$ cat src/rtl/pu_column_loader_if.sv
// Groups the pixel-stream, PU write-port and round-control signals of one
// img2col PU front end. master = loader side, slave = environment side.
interface pu_column_loader_if #(
  parameter int unsigned data_width  = 16,
  parameter int unsigned address_num = 5,
  parameter int unsigned round_w     = 6
);
  logic                   en;
  logic [data_width-1:0]  s_data;
  logic                   s_valid;
  logic                   s_ready;
  logic                   t_flag;
  logic [data_width-1:0]  new1;
  logic [address_num-1:0] adrs_in1;
  logic                   wr_ctrl_g;
  logic                   act;
  logic                   start;
  logic [round_w-1:0]     round;
  logic                   busy;
  logic                   done;

  modport master (
    input  en, s_data, s_valid, t_flag,
    output s_ready, new1, adrs_in1, wr_ctrl_g, act, start, round, busy, done
  );

  modport slave (
    output en, s_data, s_valid, t_flag,
    input  s_ready, new1, adrs_in1, wr_ctrl_g, act, start, round, busy, done
  );
endinterface

$ cat src/rtl/pu_column_loader.sv
// Writer-side front end for one img2col PU: loads a full window in round 0,
// one column per later round, pulses start and waits for t_flag between rounds.
module pu_column_loader #(
  parameter int unsigned data_width  = 16,
  parameter int unsigned col_len     = 5,
  parameter int unsigned address_num = 5,
  parameter int unsigned round_w     = 6,
  parameter int unsigned num_rounds  = 28
) (
  input  logic                clk,
  input  logic                nrst,
  pu_column_loader_if.master  bus
);

  typedef enum logic [2:0] {
    S_IDLE,
    S_LOAD,
    S_FIRE,
    S_WAIT,
    S_DONE
  } state_t;

  localparam logic [address_num-1:0] win_last   = address_num'(col_len * col_len - 1);
  localparam logic [address_num-1:0] col_last   = address_num'(col_len - 1);
  localparam logic [round_w-1:0]     round_last = round_w'(num_rounds - 1);

  state_t                 state_q, state_d;
  logic [address_num-1:0] cnt_q, cnt_d;
  logic [round_w-1:0]     round_q, round_d;
  logic                   s_ready_q, s_ready_d;
  logic [data_width-1:0]  new1_q, new1_d;
  logic [address_num-1:0] adrs_q, adrs_d;
  logic                   wr_q, wr_d;
  logic                   act_q, act_d;
  logic                   start_q, start_d;
  logic                   busy_q, busy_d;
  logic                   done_q, done_d;
  logic [address_num-1:0] last_idx;

  // Next-state and next-output logic; every output is registered below, so
  // each value computed here is what the PU sees in the following cycle.
  always_comb begin
    state_d   = state_q;
    cnt_d     = cnt_q;
    round_d   = round_q;
    s_ready_d = 1'b0;
    new1_d    = new1_q;
    adrs_d    = adrs_q;
    wr_d      = 1'b0;
    act_d     = act_q;
    start_d   = 1'b0;
    done_d    = 1'b0;
    last_idx  = (round_q == '0) ? win_last : col_last;

    case (state_q)
      S_IDLE: begin
        if (bus.en) begin
          state_d   = S_LOAD;
          round_d   = '0;
          cnt_d     = '0;
          act_d     = 1'b1;
          s_ready_d = 1'b1;
        end
      end
      S_LOAD: begin
        s_ready_d = 1'b1;
        if (bus.s_valid && s_ready_q) begin
          wr_d   = 1'b1;
          new1_d = bus.s_data;
          adrs_d = cnt_q;
          cnt_d  = cnt_q + 1'b1;
          // ready drops together with the final write so no extra beat slips in
          if (cnt_q == last_idx) begin
            state_d   = S_FIRE;
            s_ready_d = 1'b0;
          end
        end
      end
      S_FIRE: begin
        start_d = 1'b1;
        state_d = S_WAIT;
      end
      S_WAIT: begin
        if (bus.t_flag) begin
          if (round_q == round_last) begin
            state_d = S_DONE;
            done_d  = 1'b1;
            act_d   = 1'b0;
          end else begin
            round_d   = round_q + 1'b1;
            cnt_d     = '0;
            state_d   = S_LOAD;
            s_ready_d = 1'b1;
          end
        end
      end
      S_DONE: begin
        state_d = S_IDLE;
      end
      default: begin
        state_d = S_IDLE;
      end
    endcase

    busy_d = (state_d != S_IDLE);
  end

  // State, counters and registered outputs; reset discards any partial column.
  always_ff @(posedge clk or posedge nrst) begin
    if (nrst) begin
      state_q   <= S_IDLE;
      cnt_q     <= '0;
      round_q   <= '0;
      s_ready_q <= 1'b0;
      new1_q    <= '0;
      adrs_q    <= '0;
      wr_q      <= 1'b0;
      act_q     <= 1'b0;
      start_q   <= 1'b0;
      busy_q    <= 1'b0;
      done_q    <= 1'b0;
    end else begin
      state_q   <= state_d;
      cnt_q     <= cnt_d;
      round_q   <= round_d;
      s_ready_q <= s_ready_d;
      new1_q    <= new1_d;
      adrs_q    <= adrs_d;
      wr_q      <= wr_d;
      act_q     <= act_d;
      start_q   <= start_d;
      busy_q    <= busy_d;
      done_q    <= done_d;
    end
  end

  assign bus.s_ready   = s_ready_q;
  assign bus.new1      = new1_q;
  assign bus.adrs_in1  = adrs_q;
  assign bus.wr_ctrl_g = wr_q;
  assign bus.act       = act_q;
  assign bus.start     = start_q;
  assign bus.round     = round_q;
  assign bus.busy      = busy_q;
  assign bus.done      = done_q;

endmodule

$ cat src/flat_wrapper.sv
// flat-port wrapper written by rule: the top's interface ports become plain ports
module pu_column_loader_flat 
#(
  parameter int unsigned data_width  = 16,
  parameter int unsigned col_len     = 5,
  parameter int unsigned address_num = 5,
  parameter int unsigned round_w     = 6,
  parameter int unsigned num_rounds  = 28
)
  (clk, nrst, bus_en, bus_s_data, bus_s_valid, bus_t_flag, bus_s_ready, bus_new1, bus_adrs_in1, bus_wr_ctrl_g, bus_act, bus_start, bus_round, bus_busy, bus_done);
  pu_column_loader_if #(.data_width(data_width), .address_num(address_num), .round_w(round_w)) bus_i ();
  input  logic clk;
  input  logic nrst;
  input wire logic [$bits(bus_i.en)-1:0] bus_en;
  input wire logic [$bits(bus_i.s_data)-1:0] bus_s_data;
  input wire logic [$bits(bus_i.s_valid)-1:0] bus_s_valid;
  input wire logic [$bits(bus_i.t_flag)-1:0] bus_t_flag;
  output wire logic [$bits(bus_i.s_ready)-1:0] bus_s_ready;
  output wire logic [$bits(bus_i.new1)-1:0] bus_new1;
  output wire logic [$bits(bus_i.adrs_in1)-1:0] bus_adrs_in1;
  output wire logic [$bits(bus_i.wr_ctrl_g)-1:0] bus_wr_ctrl_g;
  output wire logic [$bits(bus_i.act)-1:0] bus_act;
  output wire logic [$bits(bus_i.start)-1:0] bus_start;
  output wire logic [$bits(bus_i.round)-1:0] bus_round;
  output wire logic [$bits(bus_i.busy)-1:0] bus_busy;
  output wire logic [$bits(bus_i.done)-1:0] bus_done;
  assign bus_i.en = bus_en;
  assign bus_i.s_data = bus_s_data;
  assign bus_i.s_valid = bus_s_valid;
  assign bus_i.t_flag = bus_t_flag;
  assign bus_s_ready = bus_i.s_ready;
  assign bus_new1 = bus_i.new1;
  assign bus_adrs_in1 = bus_i.adrs_in1;
  assign bus_wr_ctrl_g = bus_i.wr_ctrl_g;
  assign bus_act = bus_i.act;
  assign bus_start = bus_i.start;
  assign bus_round = bus_i.round;
  assign bus_busy = bus_i.busy;
  assign bus_done = bus_i.done;
  pu_column_loader #(.data_width(data_width), .col_len(col_len), .address_num(address_num), .round_w(round_w), .num_rounds(num_rounds)) u_core (.clk(clk), .nrst(nrst), .bus(bus_i));
endmodule
$ cat config.mk
export PLATFORM = sky130hd
export DESIGN_NAME = pu_column_loader_flat
export DESIGN_NICKNAME = d
export VERILOG_FILES = /design/src/rtl/pu_column_loader_if.sv /design/src/rtl/pu_column_loader.sv /design/src/flat_wrapper.sv
export SDC_FILE = /design/constraint.sdc
export NUM_CORES = 1
export LEC_CHECK = 0
export BUFFER_PORTS_ARGS = -buffer_cell sky130_fd_sc_hd__buf_2
export CORE_ASPECT_RATIO = 0.75
export CORE_MARGIN = 2
export CORE_UTILIZATION = 30
export DETAILED_ROUTE_END_ITERATION = 6
export SLEW_MARGIN = 20
export SYNTH_ARGS = -nofsm -noshare
export SYNTH_HDL_FRONTEND = slang
export SYNTH_SLANG_ARGS = --single-unit
$ cat constraint.sdc
create_clock -name clk -period 2 [get_ports clk]
set_input_delay 0.4 -clock clk [delete_from_list [all_inputs] [get_ports clk]]
set_output_delay 0.4 -clock clk [all_outputs]
set_load 0.005 [all_outputs]
==> impl_metrics.ini, run 1 <==
[status]
outcome = complete, no violations

[global_routing]
grt_util_all_layers_pct = 11.6
grt_antenna_before_repair = 0
grt_remaining_overflow = 0
grt_first_pass_wirelength_um = 5950
grt_max_degree = 42
grt_pass1_vias = 1261

[placement]
globalplace.congestion = 0.793
numPortBuffers = 53
pre_cts_ws_ps = 147
hpwl_after_detailed_placement_um = 2690

[sta]
finalCriticalPeriod_ps = 1750
worst_slew_pin_slew_ps = 535
clock.fmax_mhz = 570
setup_violations = 0
timing.final.crit_share_pct = 87.7
clk_skew_ps = 3.85
hold_violations = 0
fin_ws_ps = 247
final_tns_setup_ps = 0
rsz_0062_raised_after_global_routing = false
max_transition_viols_final = 0
slew_headroom_pct = 63.8

[yosys]
syn_area_um2 = 1880
sequential_element_share_of_the_synthesized_area_pct = 54.6
synth_top_flop_cell = sky130_fd_sc_hd__dfrtp_1
synthArstFlopShare_pct = 100
yosysMostFrequentCell = sky130_fd_sc_hd__dfrtp_1
synth_enable_flop_cells = 0
post-synth-top-area-cell = sky130_fd_sc_hd__dfrtp_1
avgSynthCellArea_um2 = 12.4
yosys_warnings = 0
synth_common_cells = 41 x sky130_fd_sc_hd__dfrtp_1, 21 x sky130_fd_sc_hd__mux2_2, 16 x sky130_fd_sc_hd__nand2_1
synthDominantCellAreaShare_pct = 54.6
synthCells = 152
synth_cell_type_count = 41
synth.ff_latch_count = 41
synth_area_leaders = sky130_fd_sc_hd__dfrtp_1 55%, sky130_fd_sc_hd__mux2_2 13%, sky130_fd_sc_hd__nand2_1 3.2%, sky130_fd_sc_hd__ha_1 2.7%, sky130_fd_sc_hd__buf_6 2.4%
mappedNetlistNets = 177

[clock_tree]
clockRootBuffer = sky130_fd_sc_hd__clkbuf_8
clk_pin_slew_worst_paths_ps = 80
insertion_delay_ps = 290
cts_max_level = 2
numCtsBuffers = 5
ctsHoldBuffers = 0
clock_path_buffers = 2
cts_tree = done
cts.sink_count = 41

[flow_run]
cap_viol_max_count = 0

[setup_path]
cp.required_ps = 2180
critPathArrivalTime_ps = 1940
setup.worst_path.end_class = flip-flop
worst-r2r-setup-slack_ps = 250
crit_path_max_fanout = 26
startpoint_type = flip-flop
r2r_cells = 4
path_class = reg2reg

[finish]
synthToLayoutAreaGrowth_pct = 24.2
final_nets = 235
diodes = 0
layout-drive-gt1-share_pct = 45.5

[die]
fp-row-count = 24
ios = 54
die_h_um = 72.5
start_util_pct = 31.7
die_width_um = 95.4
die-area_um2 = 6920
coreArea_um2 = 5920

[detailed_routing]
final_antenna_net_count = 0
dr_total_vias = 1330
detail_route.first_pass.iterations = 4
wl_um = 3790
vias_per_cell = 4.60
wl_per_cell_um = 13.1
drt_iter0_markers = 59
drc_errors = 0

[pwr]
lkg_pwr_nw = 1.12
power.density_nw_per_um2 = 1400
power.ir.vdd_worst_uv = 355

[worst_hold_path]
hold_path_class = in2async
-- what timing repair did --
action / in CTS / in global routing
setup buffers: 0 / 0
setup endpoints to repair: 0 / 11
resized for setup: 0 / 1
-- state kept, by name, summed over array words and instances (netlist names) --
signal	flops
u_core.bus.new1	16
u_core.bus.adrs_in1	5
u_core.bus.s_ready	1
u_core.state_q	3
u_core.bus.done	1
u_core.bus.start	1
u_core.bus.round	6
u_core.bus.busy	1
u_core.bus.act	1
u_core.cnt_q	5
u_core.bus.wr_ctrl_g	1
-- cells by family after synthesis --
group	after synthesis	synth area share (%)
muxes	22	13.1
DFF	41	54.6
and+or+nand+nor	47	14.0
AOI/OAI and AO/OA	23	10.2
buffers and inverters	12	4.00
adders and majority gates	4	2.66
xor gates and xnor gates	3	1.40
-- critical path, stage by stage, from the launching register on --
cell                      delay, ps
sky130_fd_sc_hd__dfrtp_1        520
sky130_fd_sc_hd__nor3b_4        290
sky130_fd_sc_hd__inv_2          100
sky130_fd_sc_hd__nor2_8         340
sky130_fd_sc_hd__mux2_2         380
-- worst paths after layout --
kind                                    start                  end
max                         u_core.state_q[1]  u_core.bus.new1[14]
min                                      nrst   u_core.bus.new1[9]
max reg2reg                 u_core.state_q[1]  u_core.bus.new1[14]
min reg2reg                u_core.bus.new1[7]   u_core.bus.new1[7]
max in group asynchronous                nrst    u_core.state_q[0]
min in group clk                bus_s_data[5]   u_core.bus.new1[5]
-- per-layer routing --
metal	vias up	part of all wire (%)	track usage, %	wire [µm]
met1	636	50	16.1	1900
li1	651	-	-	-
met5	-	0	0	0
met2	38	43	16.0	1620
met4	0	0.95	3.38	36
met3	5	6.2	5.30	234
-- cell usage in the layout, fill, tap and decap left out, drive strengths merged, types with 2 or more instances in the layout --
| cell type | n |
|---|---|
| and2 | 2 |
| and3 | 2 |
| dfrtp | 41 |
| a21oi | 2 |
| inv | 8 |
| nand3 | 6 |
| nor3 | 2 |
| o31ai | 2 |
| mux2 | 21 |
| ha | 4 |
| o21ai | 6 |
| clkbuf | 6 |
| o211ai | 2 |
| nand2 | 16 |
| a41oi | 2 |
| buf | 55 |
| nor2 | 12 |
| xor2 | 2 |
| a31oi | 3 |
-- metrics by stage --
stage	power, W	hold WS [ps]	instance area [µm²]	utilization, %	cells
after global routing	0.00354	268	2330	39.4	289
after global placement	0.00259	485	2210	37.4	281
after detailed placement	0.00261	490	2210	37.4	281
after CTS	0.00333	233	2330	39.4	289
after floorplan	0.00223	491	1880	-	152
final	0.00327	226	2330	39.4	289
-- report_power, final --
| part | switching (W) | internal [W] | total, W |
|---|---|---|---|
| Combinational | 0.000563 | 0.000647 | 0.00121 |
| Sequential | 0.000227 | 0.00114 | 0.00136 |
| Clock | 0.000291 | 0.000406 | 0.000697 |
-- cell type report --
type,instances,area [µm²]
fill,577,3580
sequential,41,1030
multi-input combinational,99,777
timing repair buffer,55,280
tap,78,97.6
clock buffer,6,82.6
clock inverter,2,37.5
inverter,8,30.0
Note: power is estimated with default switching activity, not from simulation.
==> run 2: changes to the inputs <==
--- a/config.mk
+++ b/config.mk
@@ -8,8 +8,9 @@
 export BUFFER_PORTS_ARGS = -buffer_cell sky130_fd_sc_hd__buf_2
 export CORE_ASPECT_RATIO = 0.75
 export CORE_MARGIN = 2
-export CORE_UTILIZATION = 30
+export CORE_UTILIZATION = 47
 export DETAILED_ROUTE_END_ITERATION = 6
+export PLACE_DENSITY = 0.73
 export SLEW_MARGIN = 20
 export SYNTH_ARGS = -nofsm -noshare
 export SYNTH_HDL_FRONTEND = slang
==> impl_metrics.ini, run 2 (synthesized netlist as in run 1, its figures left out) <==
[global_routing]
grt_antenna_before_repair = 0
grt_remaining_overflow = 0
grt_max_degree = 42
grt_first_pass_wirelength_um = 6160
grt_pass1_vias = 1288
grt_util_all_layers_pct = 17.7

[finish]
final_cells = 263
mostFrequentLayoutCells = 53 x sky130_fd_sc_hd__buf_2, 41 x sky130_fd_sc_hd__dfrtp_1, 21 x sky130_fd_sc_hd__mux2_2
diodes = 0
layout-drive-gt1-share_pct = 44.5
largest_register_ff_count = 16
multi_input_comb_area_um2 = 777
final_nets = 235
final_common_cell = sky130_fd_sc_hd__buf_2
storage_cell_area_um2 = 1030
final_core_utilization_pct = 61.1
synthToLayoutAreaGrowth_pct = 22.2
layout.filler_cells = 336

[setup_path]
worstPathCellList = nor3b_4, inv_2, nor2_8, mux2_2
setup.worst_path.end_class = flip-flop
cpMaxStageDelayCell = sky130_fd_sc_hd__dfrtp_1
cp_num_buf_inv = 1
startpoint_type = flip-flop
critPathArrivalTime_ps = 1990
cp.required_ps = 2170
cpPeakStageDelay_ps = 530
path_class = reg2reg
crit_path_max_fanout = 26
critical-path-top-delay-family = simple AND/OR/NAND/NOR gates
worst-r2r-setup-slack_ps = 180

[die]
coreArea_um2 = 3760
start_util_pct = 50.0
die-area_um2 = 4520
fp-row-count = 19
ios = 54
die_h_um = 58.7
die_width_um = 77.0

[clock_tree]
numCtsBuffers = 5
cts_tree = done
clock_path_buffers = 2
clk_pin_slew_worst_paths_ps = 70
cts_max_level = 2
ctsHoldBuffers = 0
insertion_delay_ps = 280
cts_setup_buffers = 0
clockRootBuffer = sky130_fd_sc_hd__clkbuf_8
cts.sink_count = 41
post_cts_resize_count = 0

[placement]
pre_cts_ws_ps = 199
numPortBuffers = 53
placed_cells = 255
globalplace.congestion = 0.865
hpwl_after_detailed_placement_um = 2710

[detailed_routing]
detail_route.first_pass.iterations = 4
wl_um = 3730
drt_iter0_markers = 62
final_antenna_net_count = 0
wl_per_cell_um = 14.2
drc_errors = 0
vias_per_cell = 5.17
dr_total_vias = 1360

[sta]
rsz_0062_raised_after_global_routing = false
timing.final.crit_share_pct = 91.0
finalCriticalPeriod_ps = 1820
max_transition_viols_final = 0
fin_ws_ps = 180
clk_skew_ps = 5.53
worst_slew_pin_slew_ps = 518
setup_violations = 0
final_tns_setup_ps = 0
clock.fmax_mhz = 549
slew_headroom_pct = 65.0
hold_violations = 0

[flow_run]
cap_viol_max_count = 0

[worst_hold_path]
hold_path_class = in2async

[status]
outcome = complete, no violations

[pwr]
power.density_nw_per_um2 = 1430
lkg_pwr_nw = 1.12
power.ir.vdd_worst_uv = 677
report.power.total_w = 0.00327
-- run 2: worst min-delay path, stage by stage --
cell and delay, ps:
sky130_fd_sc_hd__buf_2 100, sky130_fd_sc_hd__inv_1 40, sky130_fd_sc_hd__buf_4 430
-- run 2: per-layer routing --
metal  GRT usage (%)  vias up  part of all wire [%]  wire length, µm
met2            29.4       40                    49             1820
met3            4.29        2                   5.4              200
met5               0        -                     0                0
li1                -      651                     -                -
met4            5.36        0                  0.48               18
met1            23.5      667                    45             1690
-- run 2: power by group --
group	total (W)	internal, W	switching, W
combinational	0.00125	0.000660	0.000593
clock	0.000664	0.000407	0.000257
sequential	0.00135	0.00114	0.000219
total	0.00327	0.00220	0.00107
-- run 2: cell type report --
cell class              count  share of cell area [%]
well taps                  52                    2.84
clock inverters             1                    1.31
repair buffers             55                    12.2
multi-input cells          99                    33.9
inverters                   8                    1.31
clock buffers               7                    3.76
flip-flops and latches     41                    44.7
-- run 2: final timing paths --
kind / from / end / depth (start not counted)
hold reg to reg: u_core.bus.new1[2] / u_core.bus.new1[2] / 1
min in group clk: bus_s_data[11] / u_core.bus.new1[11] / 2
hold / removal: nrst / u_core.bus.new1[3] / 3
max in group asynchronous: nrst / u_core.cnt_q[3] / 3
setup / recovery: u_core.state_q[1] / u_core.bus.new1[6] / 4
setup reg to reg: u_core.state_q[1] / u_core.bus.new1[6] / 4
-- run 2: metrics by stage --
stage                     hold WS, ps  instance area, µm²
after floorplan                   491                1880
after global placement            484                2180
after detailed placement          490                2180
after CTS                         240                2290
after global routing              282                2290
final                             235                2290
==> run 3: changes to the inputs <==
--- a/config.mk
+++ b/config.mk
@@ -11,6 +11,7 @@
 export CORE_UTILIZATION = 47
 export DETAILED_ROUTE_END_ITERATION = 6
 export PLACE_DENSITY = 0.73
+export REMOVE_ABC_BUFFERS = 1
 export SLEW_MARGIN = 20
 export SYNTH_ARGS = -nofsm -noshare
 export SYNTH_HDL_FRONTEND = slang
==> impl_metrics.ini, run 3 (synthesized netlist as in run 1, its figures left out) <==
[setup_path]
startpoint_type = flip-flop
cpMaxStageDelayCell = sky130_fd_sc_hd__dfrtp_1
path_class = reg2reg
cpPeakStageDelay_ps = 520
worst-r2r-setup-slack_ps = 240
cp.required_ps = 2170
r2r_cells = 4
worstPathCellList = nor3b_4, inv_2, nor2_8, mux2_2
rr_startpoint = u_core.state_q[1]
crit_path_max_fanout = 26
reg2reg_to = u_core.bus.new1[6]
cp_depth = 4
critPathArrivalTime_ps = 1930
cp_num_buf_inv = 1
crit_end = u_core.bus.new1[6]
setup.worst_path.end_class = flip-flop
critical-path-top-delay-family = simple AND/OR/NAND/NOR gates
setup.worst_path.start = u_core.state_q[1]

[sta]
clk_skew_ps = 5.01
setup_violations = 0
finalCriticalPeriod_ps = 1760
slew_headroom_pct = 67.9
timing.final.crit_share_pct = 87.8
rsz_0062_raised_after_global_routing = false
final_tns_setup_ps = 0
max_transition_viols_final = 0
worst_slew_pin_slew_ps = 475
clock.fmax_mhz = 570
hold_violations = 0

[clock_tree]
post_cts_resize_count = 0
cts.sink_count = 41
ctsHoldBuffers = 0
clk_pin_slew_worst_paths_ps = 70
numCtsBuffers = 5
cts_max_level = 2
clock_path_buffers = 2
insertion_delay_ps = 290
cts_setup_buffers = 0
cts_tree = done
clockRootBuffer = sky130_fd_sc_hd__clkbuf_8

[finish]
layout.filler_cells = 335
postLayoutCellArea_um2 = 2270
final_cells = 262
mostFrequentLayoutCells = 53 x sky130_fd_sc_hd__buf_2, 41 x sky130_fd_sc_hd__dfrtp_1, 21 x sky130_fd_sc_hd__mux2_2
largest_register_ff_count = 16
diodes = 0
final_core_utilization_pct = 60.4
final_common_cell = sky130_fd_sc_hd__buf_2
layout-drive-gt1-share_pct = 44.8
synthToLayoutAreaGrowth_pct = 20.8
final_nets = 235

[global_routing]
grt_use_met3_pct = 4.60
busiest_layer = met2
grt_antenna_before_repair = 0
grt.met2_usage_pct = 26.4
grt_first_pass_wirelength_um = 5560
grt_pass1_vias = 1233
grt_max_degree = 42
grt_remaining_overflow = 0
met1_track_demand_over_resource_pct = 20.5
grt_util_all_layers_pct = 16.0

[die]
die_width_um = 77.0
die_h_um = 58.7
coreArea_um2 = 3760
fp-row-count = 19
die-area_um2 = 4520
start_util_pct = 50.0
ios = 54

[placement]
hpwl_after_detailed_placement_um = 2460
placed_cell_area_um2 = 2180
numPortBuffers = 53
placed_cells = 255
globalplace.congestion = 0.822

[detailed_routing]
drc_errors = 0
wl_per_cell_um = 13.1
dr_total_vias = 1321
detail_route.first_pass.iterations = 4
vias_per_cell = 5.04
drt_iter0_markers = 72
wl_um = 3420
final_antenna_net_count = 0

[pwr]
report.power.total_w = 0.00312
power.ir.vdd_worst_uv = 703
lkg_pwr_nw = 1.10
power.density_nw_per_um2 = 1370

[worst_hold_path]
hold_path_class = in2async

[flow_run]
cap_viol_max_count = 0

[status]
outcome = complete, no violations
## run 3: worst min-delay path by stage
| stage | from | endpoint | slack, ps | cells past startpoint |
|---|---|---|---|---|
| after global placement | u_core.bus.new1[2] | u_core.bus.new1[2] | 480 | 1 |
| after floorplan | u_core.cnt_q[4] | u_core.cnt_q[4] | 490 | 1 |
| after global routing | nrst | u_core.bus.new1[4] | 280 | 3 |
| after detailed placement | u_core.bus.new1[3] | u_core.bus.new1[3] | 490 | 1 |
| final | nrst | u_core.bus.busy | 220 | 3 |
| after CTS | nrst | u_core.bus.new1[1] | 240 | 3 |
## run 3: worst reg2reg max path, cell delays in order (launching register included)
cell and delay [ps]:
sky130_fd_sc_hd__dfrtp_1 520, sky130_fd_sc_hd__nor3b_4 290, sky130_fd_sc_hd__inv_2 100, sky130_fd_sc_hd__nor2_8 340, sky130_fd_sc_hd__mux2_2 400
## run 3: cell type report
| type | count | area [µm²] | share of cell area, % |
|---|---|---|---|
| sequential | 41 | 1030 | 45.2 |
| inverter | 8 | 30.0 | 1.32 |
| multi-input combinational | 99 | 777 | 34.3 |
| clock buffer | 6 | 82.6 | 3.64 |
| timing repair buffer | 55 | 280 | 12.4 |
| clock inverter | 1 | 7.51 | 0.331 |
| tap | 52 | 65.1 | 2.87 |
## run 3: where the power goes
group / internal, W / switching, W / total, W
logic: 0.000660 / 0.000597 / 0.00126
registers: 0.00114 / 0.000195 / 0.00133
clock network: 0.000272 / 0.000258 / 0.000530
total: 0.00207 / 0.00105 / 0.00312
## run 3: through the flow
stage / hold slack (ps) / worst slack, ps
after floorplan: 491 / 340
after global placement: 484 / 307
after detailed placement: 490 / 241
after CTS: 245 / 238
after global routing: 277 / 124
final: 223 / 244
## run 3: metal layers
metal | vias to the layer above | wire length (µm) | part of all wire [%]
met5 | - | 0 | 0
met4 | 0 | 40 | 1.2
met3 | 8 | 204 | 6.0
met2 | 43 | 1630 | 48
met1 | 618 | 1550 | 45
li1 | 652 | - | -
